<file path="config.mk">
export PLATFORM = sky130hd
export DESIGN_NAME = game_controller_multi
export DESIGN_NICKNAME = d
export VERILOG_FILES = /design/src/rtl/game_controller_multi.sv
export SDC_FILE = /design/constraint.sdc
export NUM_CORES = 1
export LEC_CHECK = 0
export BUFFER_PORTS_ARGS = -buffer_cell sky130_fd_sc_hd__buf_2
export CAP_MARGIN = 20
export CORE_ASPECT_RATIO = 1.2
export CORE_MARGIN = 3
export CORE_UTILIZATION = 55
export DETAILED_ROUTE_END_ITERATION = 8
export PLACE_DENSITY = 0.87
export SYNTH_ARGS = -nofsm -noshare
export SYNTH_HDL_FRONTEND = slang
export SYNTH_SLANG_ARGS = --single-unit
</file>
<file path="constraint.sdc">
create_clock -name Clk -period 3.6 [get_ports Clk]
set_input_delay 0.36 -clock Clk [delete_from_list [all_inputs] [get_ports Clk]]
set_output_delay 0.36 -clock Clk [all_outputs]
set_load 0.02 [all_outputs]
</file>
<file path="src/rtl/game_controller_multi.sv">
// game_controller_multi
//   Sequence-memory game controller. After login it asks the generator for a fresh sequence.
//   Round r shows the first r digits of the sequence RAM, one digit per display interval.
//   It then checks r player entries against the RAM, each entry under the input timer.
//   A game is won after SEQ_LEN rounds. Each restart from a win raises the difficulty,
//   and a loss logs the player out and resets the difficulty.
//
//   Optional feature: define GAMECTRL_BEST_SCORE_EN to track the global best score and its holder.
//
// Ports
//   Clk, Rst                        clock, synchronous active-high reset
//   Passed, PlayerID                login handshake; ID latched when Passed is seen in LOGIN
//   GameStartButton                 start / next-game pulse
//   LoadPlayerIn, PlayerNum         player digit entry strobe and value
//   GoGen / FinGen                  sequence generator request / done
//   SeqAddr / RAMOutput             sequence RAM address / combinational read data
//   TimerReconfig, TimerEnable,
//   TimerTimeout                    per-digit input timer control and expiry
//   TwoSecEnable, TwoSecTimeout     display interval timer control and expiry
//   DispDigit                       registered display digit (all ones = blank)
//   Diff                            registered difficulty level
//   PersonalWin, GlobalWinner       win indicators
//   Logout                          one-cycle pulse on a lost game
module game_controller_multi #(
  parameter int unsigned SEQ_LEN = 4,
  parameter int unsigned ADDR_W  = 5,
  parameter int unsigned DIGIT_W = 4,
  parameter int unsigned ID_W    = 5,
  parameter int unsigned DIFF_W  = 4
) (
  input  logic               Clk,
  input  logic               Rst,
  input  logic               Passed,
  input  logic [ID_W-1:0]    PlayerID,
  input  logic               GameStartButton,
  input  logic               LoadPlayerIn,
  input  logic [DIGIT_W-1:0] PlayerNum,
  output logic               GoGen,
  input  logic               FinGen,
  output logic [ADDR_W-1:0]  SeqAddr,
  input  logic [DIGIT_W-1:0] RAMOutput,
  output logic               TimerReconfig,
  output logic               TimerEnable,
  input  logic               TimerTimeout,
  output logic               TwoSecEnable,
  input  logic               TwoSecTimeout,
  output logic [DIGIT_W-1:0] DispDigit,
  output logic [DIFF_W-1:0]  Diff,
  output logic               PersonalWin,
  output logic               GlobalWinner,
  output logic               Logout
);

  // Round counter needs one bit more than the address so SEQ_LEN == 2**ADDR_W still fits.
  localparam int unsigned RoundW = ADDR_W + 1;
  localparam logic [RoundW-1:0]  RoundOne = RoundW'(1);
  localparam logic [RoundW-1:0]  SeqLenR  = RoundW'(SEQ_LEN);
  localparam logic [ADDR_W-1:0]  IdxOne   = ADDR_W'(1);
  localparam logic [DIGIT_W-1:0] Blank    = {DIGIT_W{1'b1}};
  localparam logic [DIFF_W-1:0]  DiffMax  = {DIFF_W{1'b1}};
  localparam logic [DIFF_W-1:0]  DiffOne  = DIFF_W'(1);

  typedef enum logic [2:0] {
    StLogin,
    StIdle,
    StGen,
    StShow,
    StInput,
    StWin,
    StLose
  } state_e;

  state_e             state_q, state_d;
  logic [RoundW-1:0]  round_q, round_d;
  logic [ADDR_W-1:0]  idx_q, idx_d;
  logic [ID_W-1:0]    id_q, id_d;
  logic [DIFF_W-1:0]  diff_q, diff_d;
  logic [DIGIT_W-1:0] disp_q, disp_d;
  logic               reconfig_q, reconfig_d;
  logic               last_digit;

  assign last_digit = ({1'b0, idx_q} == (round_q - RoundOne));

  always_comb begin
    state_d    = state_q;
    round_d    = round_q;
    idx_d      = idx_q;
    id_d       = id_q;
    diff_d     = diff_q;
    reconfig_d = 1'b0;
    unique case (state_q)
      StLogin: begin
        if (Passed) begin
          id_d    = PlayerID;
          state_d = StIdle;
        end
      end
      StIdle: begin
        if (GameStartButton) begin
          round_d = RoundOne;
          idx_d   = '0;
          state_d = StGen;
        end
      end
      StGen: begin
        if (FinGen) begin
          idx_d   = '0;
          state_d = StShow;
        end
      end
      StShow: begin
        if (TwoSecTimeout) begin
          if (last_digit) begin
            idx_d      = '0;
            reconfig_d = 1'b1;
            state_d    = StInput;
          end else begin
            idx_d = idx_q + IdxOne;
          end
        end
      end
      StInput: begin
        // An entry in the same cycle as a timeout takes priority over the timeout.
        if (LoadPlayerIn) begin
          if (PlayerNum == RAMOutput) begin
            if (!last_digit) begin
              idx_d      = idx_q + IdxOne;
              reconfig_d = 1'b1;
            end else if (round_q < SeqLenR) begin
              round_d = round_q + RoundOne;
              idx_d   = '0;
              state_d = StShow;
            end else begin
              state_d = StWin;
            end
          end else begin
            state_d = StLose;
          end
        end else if (TimerTimeout) begin
          state_d = StLose;
        end
      end
      StWin: begin
        if (GameStartButton) begin
          if (diff_q != DiffMax) begin
            diff_d = diff_q + DiffOne;
          end
          round_d = RoundOne;
          idx_d   = '0;
          state_d = StGen;
        end
      end
      StLose: begin
        diff_d  = '0;
        state_d = StLogin;
      end
      default: state_d = StLogin;
    endcase
    // Show RAM data only while staying in SHOW so leaving it blanks the display at once.
    disp_d = ((state_q == StShow) && (state_d == StShow)) ? RAMOutput : Blank;
  end

  always_ff @(posedge Clk) begin
    if (Rst) begin
      state_q    <= StLogin;
      round_q    <= RoundOne;
      idx_q      <= '0;
      id_q       <= '0;
      diff_q     <= '0;
      disp_q     <= Blank;
      reconfig_q <= 1'b0;
    end else begin
      state_q    <= state_d;
      round_q    <= round_d;
      idx_q      <= idx_d;
      id_q       <= id_d;
      diff_q     <= diff_d;
      disp_q     <= disp_d;
      reconfig_q <= reconfig_d;
    end
  end

  // Reconfig is registered so its pulse always lands in an INPUT cycle with the timer enabled.
  assign TimerReconfig = reconfig_q;
  assign GoGen         = (state_q == StGen);
  assign TwoSecEnable  = (state_q == StShow);
  assign TimerEnable   = (state_q == StInput);
  assign PersonalWin   = (state_q == StWin);
  assign Logout        = (state_q == StLose);
  assign SeqAddr       = idx_q;
  assign DispDigit     = disp_q;
  assign Diff          = diff_q;

`ifdef GAMECTRL_BEST_SCORE_EN
  localparam int unsigned ScoreW = $clog2(SEQ_LEN + 1);

  logic [ScoreW-1:0] best_q, best_d, score;
  logic [ID_W-1:0]   best_id_q, best_id_d;

  always_comb begin
    best_d    = best_q;
    best_id_d = best_id_q;
    // Completed rounds: all of them on a win, the ones before the current round on a loss.
    score     = (state_d == StWin) ? ScoreW'(SEQ_LEN) : ScoreW'(round_q - RoundOne);
    if ((state_q != state_d) && ((state_d == StWin) || (state_d == StLose)) &&
        (score > best_q)) begin
      best_d    = score;
      best_id_d = id_q;
    end
  end

  always_ff @(posedge Clk) begin
    if (Rst) begin
      best_q    <= '0;
      best_id_q <= '0;
    end else begin
      best_q    <= best_d;
      best_id_q <= best_id_d;
    end
  end

  assign GlobalWinner = (state_q != StLogin) && (id_q == best_id_q) && (best_q != '0);
`else
  assign GlobalWinner = 1'b0;
`endif

endmodule
</file>
## Word level (Yosys, flattened, before mapping)

Cells that the tools add are included.

- Bits in registers: 23
- Bits of input ports: 21
- Output and inout port bits: 20
- Logic and storage cells: 77

- Add/subtract/negate cells: 4
- $lt $le $gt $ge: 1
- Equal/unequal tests: 20
- Muxes and demuxes: 35
- Bitwise gates (word level): 1
- Reductions and logical operators: 10

Operators by type and width:

| cell | number |
|---|---|
| $mux 5 | 8 |
| $mux 3 | 10 |
| $mux 6 | 5 |
| $pmux 5 s4 | 1 |
| $pmux 3 s5 | 1 |
| $ne 2x1->1 const B | 7 |
| $pmux 6 s2 | 1 |
| $eq 3x2->1 const B | 3 |
| $eq 3x3->1 const B | 3 |
| $mux 4 | 2 |
| $pmux 4 s2 | 1 |
| $reduce_and 7->1 | 1 |
| $add 6x1->6 const B | 1 |
| $eq 5x6->1 | 1 |
| $lt 6x3->1 const B | 1 |
| $reduce_and 6->1 | 1 |
| $sub 6x1->6 const B | 1 |
| $add 5x1->5 const B | 1 |
| $mux 1 | 5 |
| $add 4x1->4 const B | 1 |
| $eq 4x4->1 | 1 |
| $ne 2x2->1 const B | 2 |
| $ne 4x4->1 const B | 1 |
| $reduce_bool 2->1 | 2 |
| other kinds (9) | 10 |

## Logic depth before layout (Yosys ltp)

- Depth after elaboration: 10
- Gate-level depth with buffers: 8
- Mapped depth without buffers: 8

## Worst setup path before layout

No wires, ideal clock.

- Path type: reg2reg
- From: register round_q[0]
- To: register round_q[0]
- Setup time: 0.070 ns
- Arrival: 2.120 ns
- Required time: 3.530 ns
- Setup slack: 1.410 ns
- Stages on the path, launching flop included: 9
- Path buffers: 0
- Clock period less this slack: 2.190 ns
- Path through: dfxtp_1 > inv_1 > ha_1 > and2_1 > o21ai_0 > o2111ai_1 > or4_4 > and3_4 > o21bai_1

- Cells in the longest elaborated chain, start to end: 6
- Elaborated cells between the ends (all ways): 12
- Classes of those cells: add/sub: 2; order compare: 1; eq/ne: 3; mux: 5; reduce/logical: 1

Ends and longest elaborated chain:

| item | RTL line | text |
|---|---|---|
| from (decl) | 74 | `logic [RoundW-1:0] round_q, round_d;` |
| from (signal assigned) | 166 | `round_q <= RoundOne;` |
| from (signal assigned) | 174 | `round_q <= round_d;` |
| $add 6x1->6 | 130 | `round_d = round_q + RoundOne;` |
| $mux 6 | 129 | `end else if (round_q < SeqLenR) begin` |
| $mux 6 | 126 | `if (!last_digit) begin` |
| $mux 6 | 125 | `if (PlayerNum == RAMOutput) begin` |
| $mux 6 | 124 | `if (LoadPlayerIn) begin` |
| $pmux 6 s2 | 91 | `unique case (state_q)` |

Parallel ways exist; a longest one is shown, timed or not. The select of a mux whose other input is x is not followed.
A chain may end at the register's enable or synchronous reset.

## Worst setup path after layout

- From: register round_q[0]
- To: register state_q[1]

- Cells in the longest elaborated chain, start to end: 6
- Elaborated cells between the ends (all ways): 10
- Classes of those cells: add/sub: 1; order compare: 1; eq/ne: 1; mux: 7

Ends and longest elaborated chain:

| item | RTL line | text |
|---|---|---|
| $sub 6x1->6 or $lt 6x3->1 (tied branches) | 82, 129 |  |
| $eq 5x6->1 or $mux 3 (tied branches) | 82, 129 |  |
| $mux 3 | 126 |  |
| $mux 3 | 125 |  |
| $mux 3 | 124 |  |
| $pmux 3 s5 (*) | 91 |  |
| to (signal assigned) | 165 | `state_q <= StLogin;` |
| to (signal assigned) | 173 | `state_q <= state_d;` |
| to (decl) | 73 | `state_e state_q, state_d;` |

Every way passes the cells marked *; elsewhere a longest branch is shown, timed or not.

==> flow_summary.yaml <==
cells_and_area:
  drive_gt1_share_pct: 21.4
  area_growth_pct: 14.0
  layout.nets: 222
  antenna_cells: 0
  final_core_util_pct: 67.3
  fillers: 224
grt:
  grt_pass1_vias: 1209
  grt_pass1_wl_um: 5090
  grt_usage_pct: 21.1
  grt.overflow.total: 0
  grt_max_degree: 16
  antenna_found_initial: 0
yosys:
  yosys_register_bits: 23
  synth_cell_types: 47
  synth_ff_type: "dfxtp_1"
  synth_enable_flop_cells: 0
  syn_avg_cell_area_um2: 8.33
  syn_nets: 190
  async_flop_share_pct: 0
  ys_warn_count: 0
  syn-cell-area_mm2: 0.00138
  synthCells: 165
  ys_seq_area_share_pct: 33.5
clocking:
  path_clk_slew_ns: 0.12
  cts_resized: 0
  cts_buffer_depth: 2
  insertion_delay_ns: 0.31
  cts.sinks: 23
  cts_hold_buf: 0
  post_cts_buffers: 0
  cts_tree: "yes"
  htreeDepth: 1
  cts-buffers-inserted: 3
  root_buffer: "clkbuf_4"
critical_path:
  required_ns: 3.81
  worstSetupPathType: "reg2reg"
  endpoint_kind: "flop"
  startpoint_type: "flop"
  cp_max_fo: 8
  arrival_ns: 2.72
sta:
  grt_setup_unrepaired: "no"
  relSlewSlack_pct: 44.9
  fin_crit_sh_pct: 69.8
  finalSetupTns_ns: 0
  setup_slack_ns: 1.09
  finalHoldViolations: 0
  skew_ns: 0.00543
  fmax_mhz: 398
  worst_pin_slew_ns: 0.819
  setup_viol: 0
  fin_crit_ns: 2.51
  slew_violations: 0
floorplanning:
  chipHeight_um: 60.8
  ioPinCount: 41
  die_x_um: 51.6
  die_area_mm2: 0.00314
  rows: 19
  core-area_mm2: 0.00233
  start_util_pct: 59.0
placed_design:
  port_buffers: 34
  post-place-ws_ns: 1.12
  dpl.hpwl_um: 2470
  gp_congestion: 0.835
power_and_ir_drop:
  ir_drop_mv: 0.256
  power_uw: 475
  leakagePower_nw: 0.659
  powerDensity_mw_per_mm2: 303
route:
  drc: 0
  drt_iter0_markers: 19
  wirelength_um: 3110
  via_per_inst: 5.81
  antenna_left: 0
  num_vias: 1318
  firstDrtPassIters: 4
  drt-wirelength-per-cell_um: 13.7
status:
  outcome: "complete, no violations"
flow_run:
  cap_violations: 0
worst_hold_path:
  worstHoldPathType: "in2reg"
layout make-up:
cell class	instances	area [um2]	area share [%]
clock buffer	4	26.3	1.68
inverter	11	41.3	2.63
multi-input combinational	124	831	53.0
sequential	23	460	29.4
tap	31	38.8	2.47
timing repair buffer	34	170	10.9
cell usage in the layout (no fill, tap or decap), types with 2 or more instances in the layout:
cell / n
a21o_1: 4
a21oi_1: 10
a31oi_1: 3
and2_1: 4
buf_2: 34
clkbuf_4: 3
dfxtp_1: 23
ha_1: 4
inv_1: 11
mux2i_1: 5
nand2_1: 5
nand2b_1: 2
nand3_1: 8
nand3b_1: 2
nand4_1: 2
nor2_1: 15
nor3_1: 8
o2111ai_1: 2
o21ai_0: 5
or2_1: 4
or2_2: 2
or3_1: 6
xnor2_1: 9
xor2_1: 3
synth_stat cells, types with 2 or more instances:
cell       count  share of area (%)
dfxtp_1       23                 33
nor2_1        15                4.1
inv_1         11                3.0
a21oi_1       10                3.6
xnor2_1        9                5.7
nand3_1        8                2.9
nor3_1         8                2.9
or3_1          6                2.7
mux2i_1        5                3.6
nand2_1        5                1.4
o21ai_0        5                1.8
a21o_1         4                2.2
and2_1         4                1.8
ha_1           4                3.6
or2_1          4                1.8
a31oi_1        3                1.4
clkbuf_1       3               0.82
xor2_1         3                1.9
buf_4          2                1.1
nand2b_1       2               0.91
nand3b_1       2                1.1
nand4_1        2               0.91
o2111ai_1      2                1.3
or2_2          2               0.91
metrics by stage:
step	cell area, um2	hold WS (ns)	std cells
final	1570	0.242	227
after global routing	1570	0.245	227
after CTS	1570	0.247	227
after detailed placement	1540	0.499	223
after global placement	1540	0.486	223
after floorplan	1380	0.460	165
worst max-delay path: stages, from the launching register on:
cell       delay, ns
dfxtp_1         0.46
inv_1           0.11
ha_1            0.24
and2_1          0.17
o21ai_0         0.22
o2111ai_1       0.27
nor2_1          0.49
a21oi_1         0.13
o41ai_1         0.31
sequential cells by signal, summed over array words and instances (netlist names):
name           count
round_q            6
SeqAddr            5
Diff               4
DispDigit          4
state_q            3
TimerReconfig      1
path summary, 6_finish.rpt:
kind | cells past startpoint | slack (ns) | from | to
worst min register to register | 2 | 0.52 | Diff[1] | Diff[1]
worst max register to register | 8 | 1.09 | round_q[0] | state_q[1]
worst min-delay path | 2 | 0.24 | RAMOutput[2] | DispDigit[2]
worst max-delay path | 8 | 1.09 | round_q[0] | state_q[1]
cells by family (layout without fill, tap and decap cells):
logic type	count (synthesis)	in the layout	share of synthesized area [%]
buffers and inverters	18	49	6.10
XOR/XNOR	12	12	7.64
flip-flops	23	23	33.5
multiplexers	5	5	3.64
adder cells (fa/ha/maj)	4	4	3.64
AND/OR/NAND/NOR	66	66	26.3
other	1	1	0.273
AO/OA/AOI/OAI	36	36	18.9
metal layers:
layer  global-route usage [%]  routed length (um)
met5                        0                   0
met4                     9.74                  47
met3                     3.19                 112
met2                     37.6                1630
met1                     24.8                1320
where the power goes:
part	internal, mW	switching, mW
logic	0.0342	0.0494
registers	0.260	0.0117
clock network	0.0433	0.0762
total	0.337	0.137
Note: power is estimated with default switching activity, not from simulation.
